[src/rtl/joypad_port_mux.sv]
// joypad_port_mux
// Multi-port NES/SNES controller front-end. Per port, a button word is composed
// from debounced onboard buttons, USB HID buttons or an external serial pad,
// optionally gated by autofire, and shifted out to the NES core like a 4021:
// parallel load while strobe is high, shift right on each falling edge of the
// port read clock, 1-filled so over-reads return 1.
//
// Ports:
//   clock, R_reset   system clock, synchronous active-high reset
//   i_strobe         NES latch, level-sensitive parallel load of all ports
//   i_clk_port       per-port NES read clock, shift on falling edge
//   i_btn_board      raw onboard buttons (async, active-high)
//   i_btn_usb        USB buttons, port p at [p*C_bits +: C_bits]
//   i_ext_data       external pad serial data (async, active-low)
//   i_src_sel        per-port source: 00 board|usb, 01 usb, 10 external, 11 none
//   i_autofire_en    per-port {B,A} autofire enable
//   i_irq_ack        single-cycle IRQ clear
//   o_data           registered serial bit to NES, active-high pressed
//   o_ext_latch      passthrough of i_strobe to external pads
//   o_ext_clk        passthrough of i_clk_port to external pads
//   o_btn_state      debounced onboard buttons
//   o_irq            debounced-change interrupt
//
// IRQ protocol: o_irq rises in the cycle a debounced change is committed and
// stays high until the host pulses i_irq_ack for one cycle. No further change
// is committed while o_irq is high or during the ack cycle itself.
module joypad_port_mux #(
  parameter int C_ports         = 2,
  parameter int C_bits          = 8,
  parameter int C_debounce_bits = 20,
  parameter int C_autofire_half = 1070000
) (
  input  logic                       clock,
  input  logic                       R_reset,
  input  logic                       i_strobe,
  input  logic [C_ports-1:0]         i_clk_port,
  input  logic [C_bits-1:0]          i_btn_board,
  input  logic [C_ports*C_bits-1:0]  i_btn_usb,
  input  logic [C_ports-1:0]         i_ext_data,
  input  logic [2*C_ports-1:0]       i_src_sel,
  input  logic [2*C_ports-1:0]       i_autofire_en,
  input  logic                       i_irq_ack,
  output logic [C_ports-1:0]         o_data,
  output logic                       o_ext_latch,
  output logic [C_ports-1:0]         o_ext_clk,
  output logic [C_bits-1:0]          o_btn_state,
  output logic                       o_irq
);

  localparam int AF_W = (C_autofire_half > 1) ? $clog2(C_autofire_half) : 1;
  localparam logic [AF_W-1:0] AF_LAST = AF_W'(C_autofire_half - 1);
  localparam logic [AF_W-1:0] AF_ONE  = AF_W'(1);
  localparam logic [C_debounce_bits-1:0] DB_ONE = C_debounce_bits'(1);

  assign o_ext_latch = i_strobe;
  assign o_ext_clk   = i_clk_port;

  // 2-FF synchronisers for the asynchronous inputs
  logic [C_bits-1:0]  board_meta, board_sync;
  logic [C_ports-1:0] ext_meta, ext_sync;

  always_ff @(posedge clock) begin
    if (R_reset) begin
      board_meta <= '0;
      board_sync <= '0;
      ext_meta   <= '0;
      ext_sync   <= '0;
    end else begin
      board_meta <= i_btn_board;
      board_sync <= board_meta;
      ext_meta   <= i_ext_data;
      ext_sync   <= ext_meta;
    end
  end

  // Debounce: the counter runs until its MSB sets (stable window elapsed) and
  // then holds; a commit restarts the window.
  logic [C_debounce_bits-1:0] db_cnt;
  logic                       db_stable;
  logic                       db_take;

  assign db_stable = db_cnt[C_debounce_bits-1];
  assign db_take   = (board_sync != o_btn_state) && db_stable && !o_irq && !i_irq_ack;

  always_ff @(posedge clock) begin
    if (R_reset) begin
      db_cnt      <= '0;
      o_btn_state <= '0;
      o_irq       <= 1'b0;
    end else begin
      if (db_take) begin
        o_btn_state <= board_sync;
        db_cnt      <= '0;
      end else if (!db_stable) begin
        db_cnt <= db_cnt + DB_ONE;
      end
      if (i_irq_ack) begin
        o_irq <= 1'b0;
      end else if (db_take) begin
        o_irq <= 1'b1;
      end
    end
  end

  // Autofire: phase toggles every C_autofire_half cycles
  logic [AF_W-1:0] af_cnt;
  logic            af_phase;

  always_ff @(posedge clock) begin
    if (R_reset) begin
      af_cnt   <= '0;
      af_phase <= 1'b0;
    end else if (af_cnt == AF_LAST) begin
      af_cnt   <= '0;
      af_phase <= ~af_phase;
    end else begin
      af_cnt <= af_cnt + AF_ONE;
    end
  end

  // Word composition. External/none ports still load the USB word; their
  // register output is ignored while that source is selected.
  logic [C_ports-1:0][C_bits-1:0] word;

  always_comb begin
    word = '0;
    for (int p = 0; p < C_ports; p++) begin
      if (i_src_sel[2*p +: 2] == 2'b00) begin
        word[p] = o_btn_state | i_btn_usb[p*C_bits +: C_bits];
      end else begin
        word[p] = i_btn_usb[p*C_bits +: C_bits];
      end
      if (i_autofire_en[2*p])   word[p][0] = word[p][0] & af_phase;
      if (i_autofire_en[2*p+1]) word[p][1] = word[p][1] & af_phase;
    end
  end

  // 4021-style shift registers. Edge history is cleared by reset so a read
  // clock that is low right after reset is not mistaken for a falling edge.
  logic [C_ports-1:0][C_bits-1:0] sr;
  logic [C_ports-1:0]             clk_prev;
  logic [C_ports-1:0]             clk_fall;

  assign clk_fall = clk_prev & ~i_clk_port;

  always_ff @(posedge clock) begin
    if (R_reset) begin
      sr       <= '0;
      clk_prev <= '0;
      o_data   <= '0;
    end else begin
      clk_prev <= i_clk_port;
      for (int p = 0; p < C_ports; p++) begin
        // load has priority over a coincident falling edge
        if (i_strobe) begin
          sr[p] <= word[p];
        end else if (clk_fall[p]) begin
          sr[p] <= {1'b1, sr[p][C_bits-1:1]};
        end
        case (i_src_sel[2*p +: 2])
          2'b00, 2'b01: o_data[p] <= sr[p][0];
          2'b10:        o_data[p] <= ~ext_sync[p];
          default:      o_data[p] <= 1'b0;
        endcase
      end
    end
  end

endmodule

[config.mk]
export PLATFORM = sky130hd
export DESIGN_NAME = joypad_port_mux
export DESIGN_NICKNAME = d
export VERILOG_FILES = /design/src/rtl/joypad_port_mux.sv
export SDC_FILE = /design/constraint.sdc
export NUM_CORES = 1
export LEC_CHECK = 0
export CAP_MARGIN = 15
export CELL_PAD_IN_SITES_DETAIL_PLACEMENT = 1
export CELL_PAD_IN_SITES_GLOBAL_PLACEMENT = 1
export CORE_ASPECT_RATIO = 0.7
export CORE_MARGIN = 1
export CORE_UTILIZATION = 45
export CTS_CLUSTER_DIAMETER = 150
export CTS_CLUSTER_SIZE = 28
export DETAILED_ROUTE_END_ITERATION = 16
export DONT_BUFFER_PORTS = 1
export PLACE_DENSITY_LB_ADDON = 0.1
export SKIP_CTS_REPAIR_TIMING = 1
export SYNTH_ARGS = -nofsm -noshare
export SYNTH_HDL_FRONTEND = slang
export SYNTH_SLANG_ARGS = --single-unit
[constraint.sdc]
create_clock -name clock -period 3.2 [get_ports clock]
set_clock_uncertainty 0.15 [all_clocks]
set_input_delay 0.64 -clock clock [delete_from_list [all_inputs] [get_ports clock]]
set_output_delay 0.64 -clock clock [all_outputs]
set_load 0.01 [all_outputs]
==> results of run 1 <==
## per-stage QoR
step / power, mW / setup slack, ns
finish: 2.330 / 1.083
global route: 2.423 / 0.9405
CTS: 2.363 / 1.065
detailed placement: 1.308 / 1.080
global placement: 1.303 / 1.125
floorplan: 1.304 / 1.240
## worst max-delay path by stage
| stage | start | endpoint | slack [ns] | cells after the start |
|---|---|---|---|---|
| finish | af_cnt[0] | af_cnt[20] | 1.08 | 5 |
| global route | af_cnt[0] | af_cnt[18] | 0.94 | 5 |
| CTS | af_cnt[0] | af_cnt[20] | 1.06 | 5 |
| detailed placement | af_cnt[0] | af_cnt[20] | 1.08 | 5 |
| global placement | i_clk_port[1] | sr[10] | 1.12 | 4 |
| floorplan | af_cnt[0] | af_cnt[18] | 1.24 | 5 |
## Yosys cell counts
cell type  instances
ha_1               2
or4b_1             1
nor4bb_1           1
nor3_1            25
nor3b_1            2
buf_6              1
buf_4              5
nand2_1           14
and3_1             6
nand2b_1          17
clkbuf_1          18
or4_1              4
nor4_1             6
o21ai_0            9
nor2b_1           43
nand3_2            1
o31ai_1            3
a21oi_1           26
or4_4              2
xnor2_1           15
nand4_1            9
or2_2              2
and4_1             3
inv_1              3
nand4_2            1
a211oi_1          31
o21a_1             5
nand3_1           11
and3b_1            1
o41ai_1            1
nor2_1            27
and3_2             1
xor2_1            18
nand3_4            1
o21bai_1           1
nand4b_1           3
dfxtp_1           91
or3_1              6
mux2i_1           11
buf_2              2
## critical path, delay by kind of cell (launching register included)
kind	cells	cell delay, ns
adder cells (fa/ha/maj)	1	0.23
AO/OA/AOI/OAI	1	0.14
AND/OR/NAND/NOR	3	1.15
flip-flops	1	0.38
## sequential cells by signal (all words and copies together) (netlist names), 2 cells and up
| name | count |
|---|---|
| ext_meta | 2 |
| board_sync | 8 |
| o_data | 2 |
| clk_prev | 2 |
| db_cnt | 20 |
| ext_sync | 2 |
| sr | 16 |
| af_cnt | 21 |
| board_meta | 8 |
| o_btn_state | 8 |
## cells by family (layout without fill, tap and decap cells)
kind of cell             count (synthesis)  after routing  synth area share
AND/OR/NAND/NOR                        187            187            0.2749
adder cells (fa/ha/maj)                  2              2          0.006326
flip-flops                              91             91            0.4606
multiplexers                            11             11           0.02784
buffers and inverters                   29             24           0.03480
AO/OA/AOI/OAI                           76             76            0.1224
XOR/XNOR                                33             33           0.07308
## layout make-up
cell class,count,area (um2),area share
Clock buffer,9,225.2,0.05220
Clock inverter,7,68.82,0.01595
Inverter,3,11.26,0.002610
Multi-Input combinational cell,309,1999,0.4635
Sequential cell,91,1822,0.4223
Tap cell,120,150.1,0.03480
Timing Repair Buffer,5,37.54,0.008701
## per-layer routing
| metal | share of wire | global-route usage |
|---|---|---|
| met3 | 0.032 | 0.05585 |
| met1 | 0.52 | 0.2982 |
| met4 | 0.018 | 0.09091 |
| met2 | 0.43 | 0.3042 |
| met5 | 0 | 0 |
## power breakdown
| group | internal, mW | switching, mW | total [mW] |
|---|---|---|---|
| clock network | 0.551 | 0.497 | 1.05 |
| logic | 0.0482 | 0.0445 | 0.0927 |
| registers | 1.17 | 0.0218 | 1.19 |
==> qor.yml, run 1 <==
outcome:
  status: "completed"
cts:
  htree_levels: 3
  numCtsBuffers: 9
  path_clk_slew_ns: 0.07
  cts_sinks: 91
  insertion_delay_ns: 0.35
  clk_path_buf_depth: 2
  clockRootBuffer: "clkbuf_16"
  tritoncts: "built"
synthesis:
  yosys_warnings: 0
  netlist_instances: 429
  synth_top_area_frac: 0.4606
  netlist_area_um2: 3955
  yosys.area.top_type: "dfxtp_1"
  seq_area_frac_synth: 0.4606
  synth_seq_cells: 91
  syn_avg_cell_area_um2: 9.219
  synth.area.top_cells: "dfxtp_1, nor2b_1, a211oi_1"
  synth.net_count: 471
  synth_cell_type_count: 40
floorplanning:
  ioPinCount: 54
  num_rows: 28
  start_util: 0.4665
  die_area_um2: 9174
  fp.dieH_um: 80.44
  fp.dieW_um: 114.1
  core_area_um2: 8478
critical_path:
  path_class: "reg2reg"
  required_ns: 3.34
  critPathMaxStageDelay_ns: 0.59
  worst_r2r_startpoint: "af_cnt[0]"
  worstSetupStartpointType: "flop"
  crit_path_end_kind: "flop"
  worst_ep_arrival_time_ns: 2.25
  crit_slowest_cell: "or4_4"
  reg2reg_depth: 5
  path_cells: "ha_1 -> nand4_2 -> or4_4 -> or3_1 -> a21oi_1"
  r2r-end: "af_cnt[20]"
  rrSetupSlack_ns: 1.08
  crit_fanout: 6
placed_design:
  dp.cells: 528
  place_hpwl_mm: 6.237
  gp_congestion: 0.7319
  numPortBuffers: 0
  placed_cell_area_um2: 4020
detailed_routing:
  avgViaCountPerCell: 5.537
  routed_wl_mm: 8.936
  ant_nets: 0
  avgRoutedWirePerCell_um: 16.43
  route.detailed.drc: 0
  via_count: 3012
  first_iter_violations: 111
  drtPass1Iterations: 4
sta:
  finalHoldViolCount: 0
  min_period_ns: 2.117
  rsz0062_at_grt: "no"
  min_period_over_period: 0.6615
  fmax_mhz: 472.4
  worstMarginPinSlew_ns: 0.9259
  slew_violations: 0
  setup_viol: 0
  hold_ws_ns: 0.2099
  fin_setup_tns_ns: 0
  maxSlewHeadroom: 0.3815
hold_path:
  hold_path_end: "board_meta[6]"
  min_path_cells: 1
  min_from: "R_reset"
  worstHoldPathType: "in2reg"
layout:
  nFillCells: 1003
  antenna_cells: 0
  area_growth_pct: 9.079
  final_util: 0.5089
  final_area_um2: 4314
  fin_nets: 461
  instances_no_fill: 544
  drive_gt1_frac: 0.07075
  final_common_cell: "dfxtp_1"
  final_cell_mix: "dfxtp_1, nor2b_1, a211oi_1, nor2_1"
global_routing:
  grt_max_degree: 80
  grt_pass1_wl_mm: 14.70
  antenna_found_initial: 0
  grt-ovfl-total: 0
  grt_util_all_layers: 0.2123
  grt_pass1_vias: 2885
power_and_ir_drop:
  irDropWorstVdd_mv: 0.3735
  powerDensity_nw_per_um2: 540.2
  power.static_leakage_nw: 1.482
flow_run:
  maxCapViolations: 0
Note: power is estimated with default switching activity, not from simulation.
==> run 2, diff against run 1 <==
- clock period: 3.2 -> 2.09 ns (I/O delays scaled with it)
==> run 2 against run 1 <==
  * Utilization is 2.4 points higher
  * Die area stayed put
  * Combinational power is 89% higher
  * Sequential share of layout area is 1.8 points lower
  * Sequential power is 53% higher
  * Final cell count is 3.9% higher
  * Clock power is 56% higher
  * Register-to-register slack worse by 0.97 ns
  * Critical endpoint is now af_cnt[18]
  * Largest cell class unchanged
  * Highest routed layer unchanged
==> qor.yml, run 2 (same netlist as run 1, synthesis figures left out) <==
layout:
  final_common_cell: "dfxtp_1"
  largestRegisters: "af_cnt (21), db_cnt (20), sr (16)"
  area_growth_pct: 14.20
  final_area_um2: 4517
  nFillCells: 975
  largest_reg_flops: 21
  register_area_um2: 1826
  fin_nets: 482
  multi_input_area_um2: 2002
  drive_gt1_frac: 0.1191
  top_register: "af_cnt"
  antenna_cells: 0
  final_cell_mix: "dfxtp_1, nor2b_1, a211oi_1, nor2_1"
placed_design:
  placed_cell_area_um2: 4168
  gp_congestion: 0.7825
  numPortBuffers: 0
  place_hpwl_mm: 6.129
detailed_routing:
  ant_nets: 0
  first_iter_violations: 154
  route.detailed.drc: 0
  avgRoutedWirePerCell_um: 16.57
  via_count: 3114
  drtPass1Iterations: 4
  routed_wl_mm: 9.364
  avgViaCountPerCell: 5.512
sta:
  setup_viol: 0
  min_period_ns: 1.974
  fmax_mhz: 506.5
  slew_violations: 0
  maxSlewHeadroom: 0.4886
  finalHoldViolCount: 0
  rsz0062_at_grt: "no"
  worstMarginPinSlew_ns: 0.7645
  fin_setup_tns_ns: 0
  min_period_over_period: 0.9446
hold_path:
  worstHoldPathType: "in2reg"
  hold_path_end: "db_cnt[2]"
  min_from: "R_reset"
  min_path_cells: 1
power_and_ir_drop:
  power.static_leakage_nw: 1.595
  powerDensity_nw_per_um2: 804.6
  irDropWorstVdd_mv: 0.6324
floorplanning:
  fp.dieW_um: 114.1
  num_rows: 28
  core_area_um2: 8478
  ioPinCount: 54
  die_area_um2: 9174
  fp.dieH_um: 80.44
  start_util: 0.4665
cts:
  clockRootBuffer: "clkbuf_16"
  tritoncts: "built"
  insertion_delay_ns: 0.34
  numCtsBuffers: 9
  clk_path_buf_depth: 2
  path_clk_slew_ns: 0.06
  htree_levels: 3
  cts_sinks: 91
critical_path:
  worstSetupStartpointType: "flop"
  crit_fanout: 5
  required_ns: 2.21
  critPathMaxStageDelay_ns: 0.56
  path_cells: "ha_2 -> nand4_2 -> or4_4 -> or3_1 -> a21oi_1"
  path_class: "reg2reg"
  worst_ep_arrival_time_ns: 2.10
  crit_slowest_cell: "or4_4"
  crit_path_end_kind: "flop"
  r2r-end: "af_cnt[18]"
  worst_r2r_startpoint: "af_cnt[1]"
  crit_buf_inv: 0
  reg2reg_depth: 5
  rrSetupSlack_ns: 0.12
  critPathTopFamily: "simple AND/OR/NAND/NOR gates"
global_routing:
  grt_max_degree: 80
  grt_pass1_wl_mm: 14.17
  grt_pass1_vias: 2903
  grt-ovfl-total: 0
  grt_util_all_layers: 0.2041
  antenna_found_initial: 0
outcome:
  status: "completed"
flow_run:
  maxCapViolations: 0
[run 2: changes by cell type in the layout (fill, tap and decap cells not counted), moves of 2 or more]
| cell | previous run | this run |
|---|---|---|
| dfxtp_1 | 91 | 88 |
| dfxtp_2 | 0 | 3 |
| dlygate4sd3_1 | 0 | 2 |
| inv_8 | 3 | 0 |
| buf_4 | 5 | 22 |
| buf_12 | 0 | 2 |
[run 2: where the power goes]
part           switching (mW)  total, mW  internal, mW  leakage (nW)
registers              0.0326       1.82          1.79         0.745
clock network           0.702       1.64         0.935         0.146
logic                  0.0899      0.175        0.0855         0.704
total                   0.825       3.63          2.81          1.59
[run 2: worst max-delay path by stage]
stage               start          to  slack [ns]  depth (start not counted)
4_1_cts         af_cnt[0]  af_cnt[18]        0.06                          5
6_report        af_cnt[1]  af_cnt[18]        0.12                          5
3_5_place_dp    af_cnt[0]  af_cnt[20]        0.08                          5
5_1_grt        af_cnt[11]  af_cnt[19]        0.01                          4
3_3_place_gp    af_cnt[0]  af_cnt[20]        0.14                          5
2_1_floorplan   af_cnt[0]  af_cnt[18]        0.13                          5
[run 2: through the flow]
step / power (mW) / worst slack [ns] / utilization / hold slack (ns) / instances
floorplan: 1.996 / 0.1302 / - / 0.2638 / 429
global placement: 1.999 / 0.1389 / 0.4916 / 0.2675 / 546
detailed placement: 2.008 / 0.07623 / 0.4916 / 0.2796 / 546
CTS: 3.651 / 0.06101 / 0.5273 / -0.02414 / 562
global route: 3.765 / 0.01303 / 0.5328 / 0.001110 / 565
finish: 3.634 / 0.1157 / 0.5328 / 0.006969 / 565
[run 2: area by class of cell]
type,count,area share
sequential,91,0.4042
clock inverter,7,0.01717
multi-input combinational,309,0.4432
clock buffer,9,0.04986
inverter,3,0.002493
tap,120,0.03324
timing repair buffer,26,0.04986
[run 2: metal layers]
| layer | routed length, um | vias up | track usage | part of all wire |
|---|---|---|---|---|
| met3 | 303 | 13 | 0.05811 | 0.032 |
| met1 | 4732 | 1523 | 0.2765 | 0.51 |
| li1 | - | 1542 | - | - |
| met2 | 4176 | 36 | 0.3085 | 0.45 |
| met4 | 151 | 0 | 0.07403 | 0.016 |
| met5 | 0 | - | 0 | 0 |
==> variant, RTL diff (settings of run 1) <==
Reset style: asynchronous (`R_reset`), changed in 4 clocked blocks. Comments in the files are not updated.
--- a/src/rtl/joypad_port_mux.sv
+++ b/src/rtl/joypad_port_mux.sv
@@ -60,5 +60,5 @@
   logic [C_ports-1:0] ext_meta, ext_sync;
 
-  always_ff @(posedge clock) begin
+  always_ff @(posedge clock or posedge R_reset) begin
     if (R_reset) begin
       board_meta <= '0;
@@ -83,5 +83,5 @@
   assign db_take   = (board_sync != o_btn_state) && db_stable && !o_irq && !i_irq_ack;
 
-  always_ff @(posedge clock) begin
+  always_ff @(posedge clock or posedge R_reset) begin
     if (R_reset) begin
       db_cnt      <= '0;
@@ -107,5 +107,5 @@
   logic            af_phase;
 
-  always_ff @(posedge clock) begin
+  always_ff @(posedge clock or posedge R_reset) begin
     if (R_reset) begin
       af_cnt   <= '0;
@@ -144,5 +144,5 @@
   assign clk_fall = clk_prev & ~i_clk_port;
 
-  always_ff @(posedge clock) begin
+  always_ff @(posedge clock or posedge R_reset) begin
     if (R_reset) begin
       sr       <= '0;
Function: differs if R_reset is asserted again (counterexample within 4 cycles, from zero or initial values and one cycle with R_reset high); with R_reset held inactive, the same outputs for 10 cycles.
==> variant against run 1 <==
  * Wire length shrank 8.9%
  * Global-route usage shrank 0.37 points
  * Synthesized area shrank 1.6%
  * Setup slack lost 0.081 ns
  * Worst hold slack lost 0.12 ns
  * Critical path depth grew 1
  * Die area shrank 1.5%
  * Synthesized cell count shrank 19%
  * Sequential cell count is the same
  * Final area shrank 0.46%
  * Critical path type unchanged
  * Critical endpoint is now db_cnt[0]
  * Largest cell class is now sequential cells
Power is not compared: it rests on default switching activity, and its combinational part moved more than twofold at a synthesized area within 25%.
==> variant: results (changes against run 1) <==
[cells_and_area]
finish.utilization_pct=53.0  ; +2.1 points
diodes=0  ; unchanged
reg.largest.list=af_cnt x21, db_cnt x20, sr x16
drive_gt1_share_pct=11.3  ; +4.2 points
fill_cells=857  ; -15%

[clocking]
clockBufferDepth=2  ; unchanged
clk_pin_slew_ns=0.07  ; about the same
cts_root_buf=clkbuf_16
htree_levels=3  ; unchanged
cts_made_buffers=9  ; unchanged
insertion_delay_ns=0.34

[drt]
dr_total_vias=2477  ; -18%
via_per_inst=5.43  ; -1.9%
first_pass_iters=4  ; unchanged
drc=0  ; unchanged
wl_um=8150  ; -8.9%
drtIter0Drc=76  ; -32%

[critical_path]
ff2ff_path_depth=6  ; +1
arrival_ns=2.27  ; +0.02 ns
cp_top_family=simple AND/OR/NAND/NOR gates
crit_path_max_fanout=15  ; +9
slowest_stage=nor3_4
slowest_delay_ns=0.56  ; -0.03 ns

[placed_design]
numPortBuffers=0  ; unchanged
dp_hpwl_um=5750  ; -7.9%
routabilityCongestion=0.756  ; +3.3%
place_area_um2=4000  ; -0.50%
dp.cells=440  ; -17%

[yosys]
yosysWarnings=0  ; unchanged
syn_nets=389  ; -17%
synth_area_leaders=dfrtp_1 59%, xor2_1 5.0%, xnor2_1 4.7%
synthArstFlopShare_pct=100  ; +100 points
avgSynthCellArea_um2=11.2  ; +22%
synth.distinct_cells=36  ; -10%
seq_area_frac_synth_pct=58.5  ; +12 points
synthTopCellsByCount=91 x dfrtp_1, 37 x nor2_1, 34 x a21oi_1

[grt]
antenna_found_initial=0  ; unchanged
grt_pass1_vias=2606  ; -9.7%
grt_max_degree=56  ; -30%
grt_pass1_wl_um=14000  ; -4.4%
grtUsageTotal_pct=20.9  ; -0.37 points

[pwr]
ir_worst_vdd_mv=0.466
leakagePower_uw=0.00183

[min_path]
hold_path.class=input port to async pin

[sta]
slew_headroom_pct=34.0  ; -4.2 points
drv_slew=0  ; unchanged

[outcome]
outcome=complete, no violations

variant: routing by layer:
layer  vias to the layer above  global-route usage [%]  routed length [µm]
met4                         0                    6.84                  81
met1                      1227                    29.4                4180
met2                        32                    30.2                3530
met3                         7                    6.91                 350
li1                       1211                       -                   -
met5                         -                       0                   0
variant: cell type report:
class                      instances  share of cell area [%]
tap                              101                    2.94
clock inverter                     7                    1.60
inverter                           6                   0.554
multi-input combinational        238                    35.6
sequential                        91                    53.0
timing repair buffer               4                   0.991
clock buffer                       9                    5.24
variant: final timing paths:
check,from,to,slack (ns)
min in group clock,i_btn_board[5],board_meta[5],0.17
max,o_btn_state[5],db_cnt[0],1.00
min,R_reset,board_sync[3],0.09
min reg2reg,ext_meta[0],ext_sync[0],0.20
max in group asynchronous,R_reset,sr[10],2.11
max reg2reg,o_btn_state[5],db_cnt[0],1.00
variant: cells by family (layout without fill, tap and decap cells):
| logic type | count (synthesis) | in the layout | synth area share [%] |
|---|---|---|---|
| and+or+nand+nor | 125 | 125 | 17.4 |
| buffers and inverters | 18 | 26 | 2.19 |
| AOI/OAI and AO/OA | 54 | 54 | 7.65 |
| xor gates and xnor gates | 43 | 43 | 9.68 |
| adders and majority gates | 2 | 2 | 0.643 |
| muxes | 14 | 14 | 3.92 |
| DFF | 91 | 91 | 58.5 |
variant: stage by stage:
step	setup WS, ns	total power [µW]
3_3_place_gp	1.04	1890
3_5_place_dp	1.01	1910
2_1_floorplan	0.0464	1790
6_report	1.00	2900
5_1_grt	0.839	3060
4_1_cts	0.954	2950
variant: report_power, final:
group,switching (µW),internal [µW]
Sequential,227,1300
Combinational,170,187
Clock,471,546
Total,868,2040
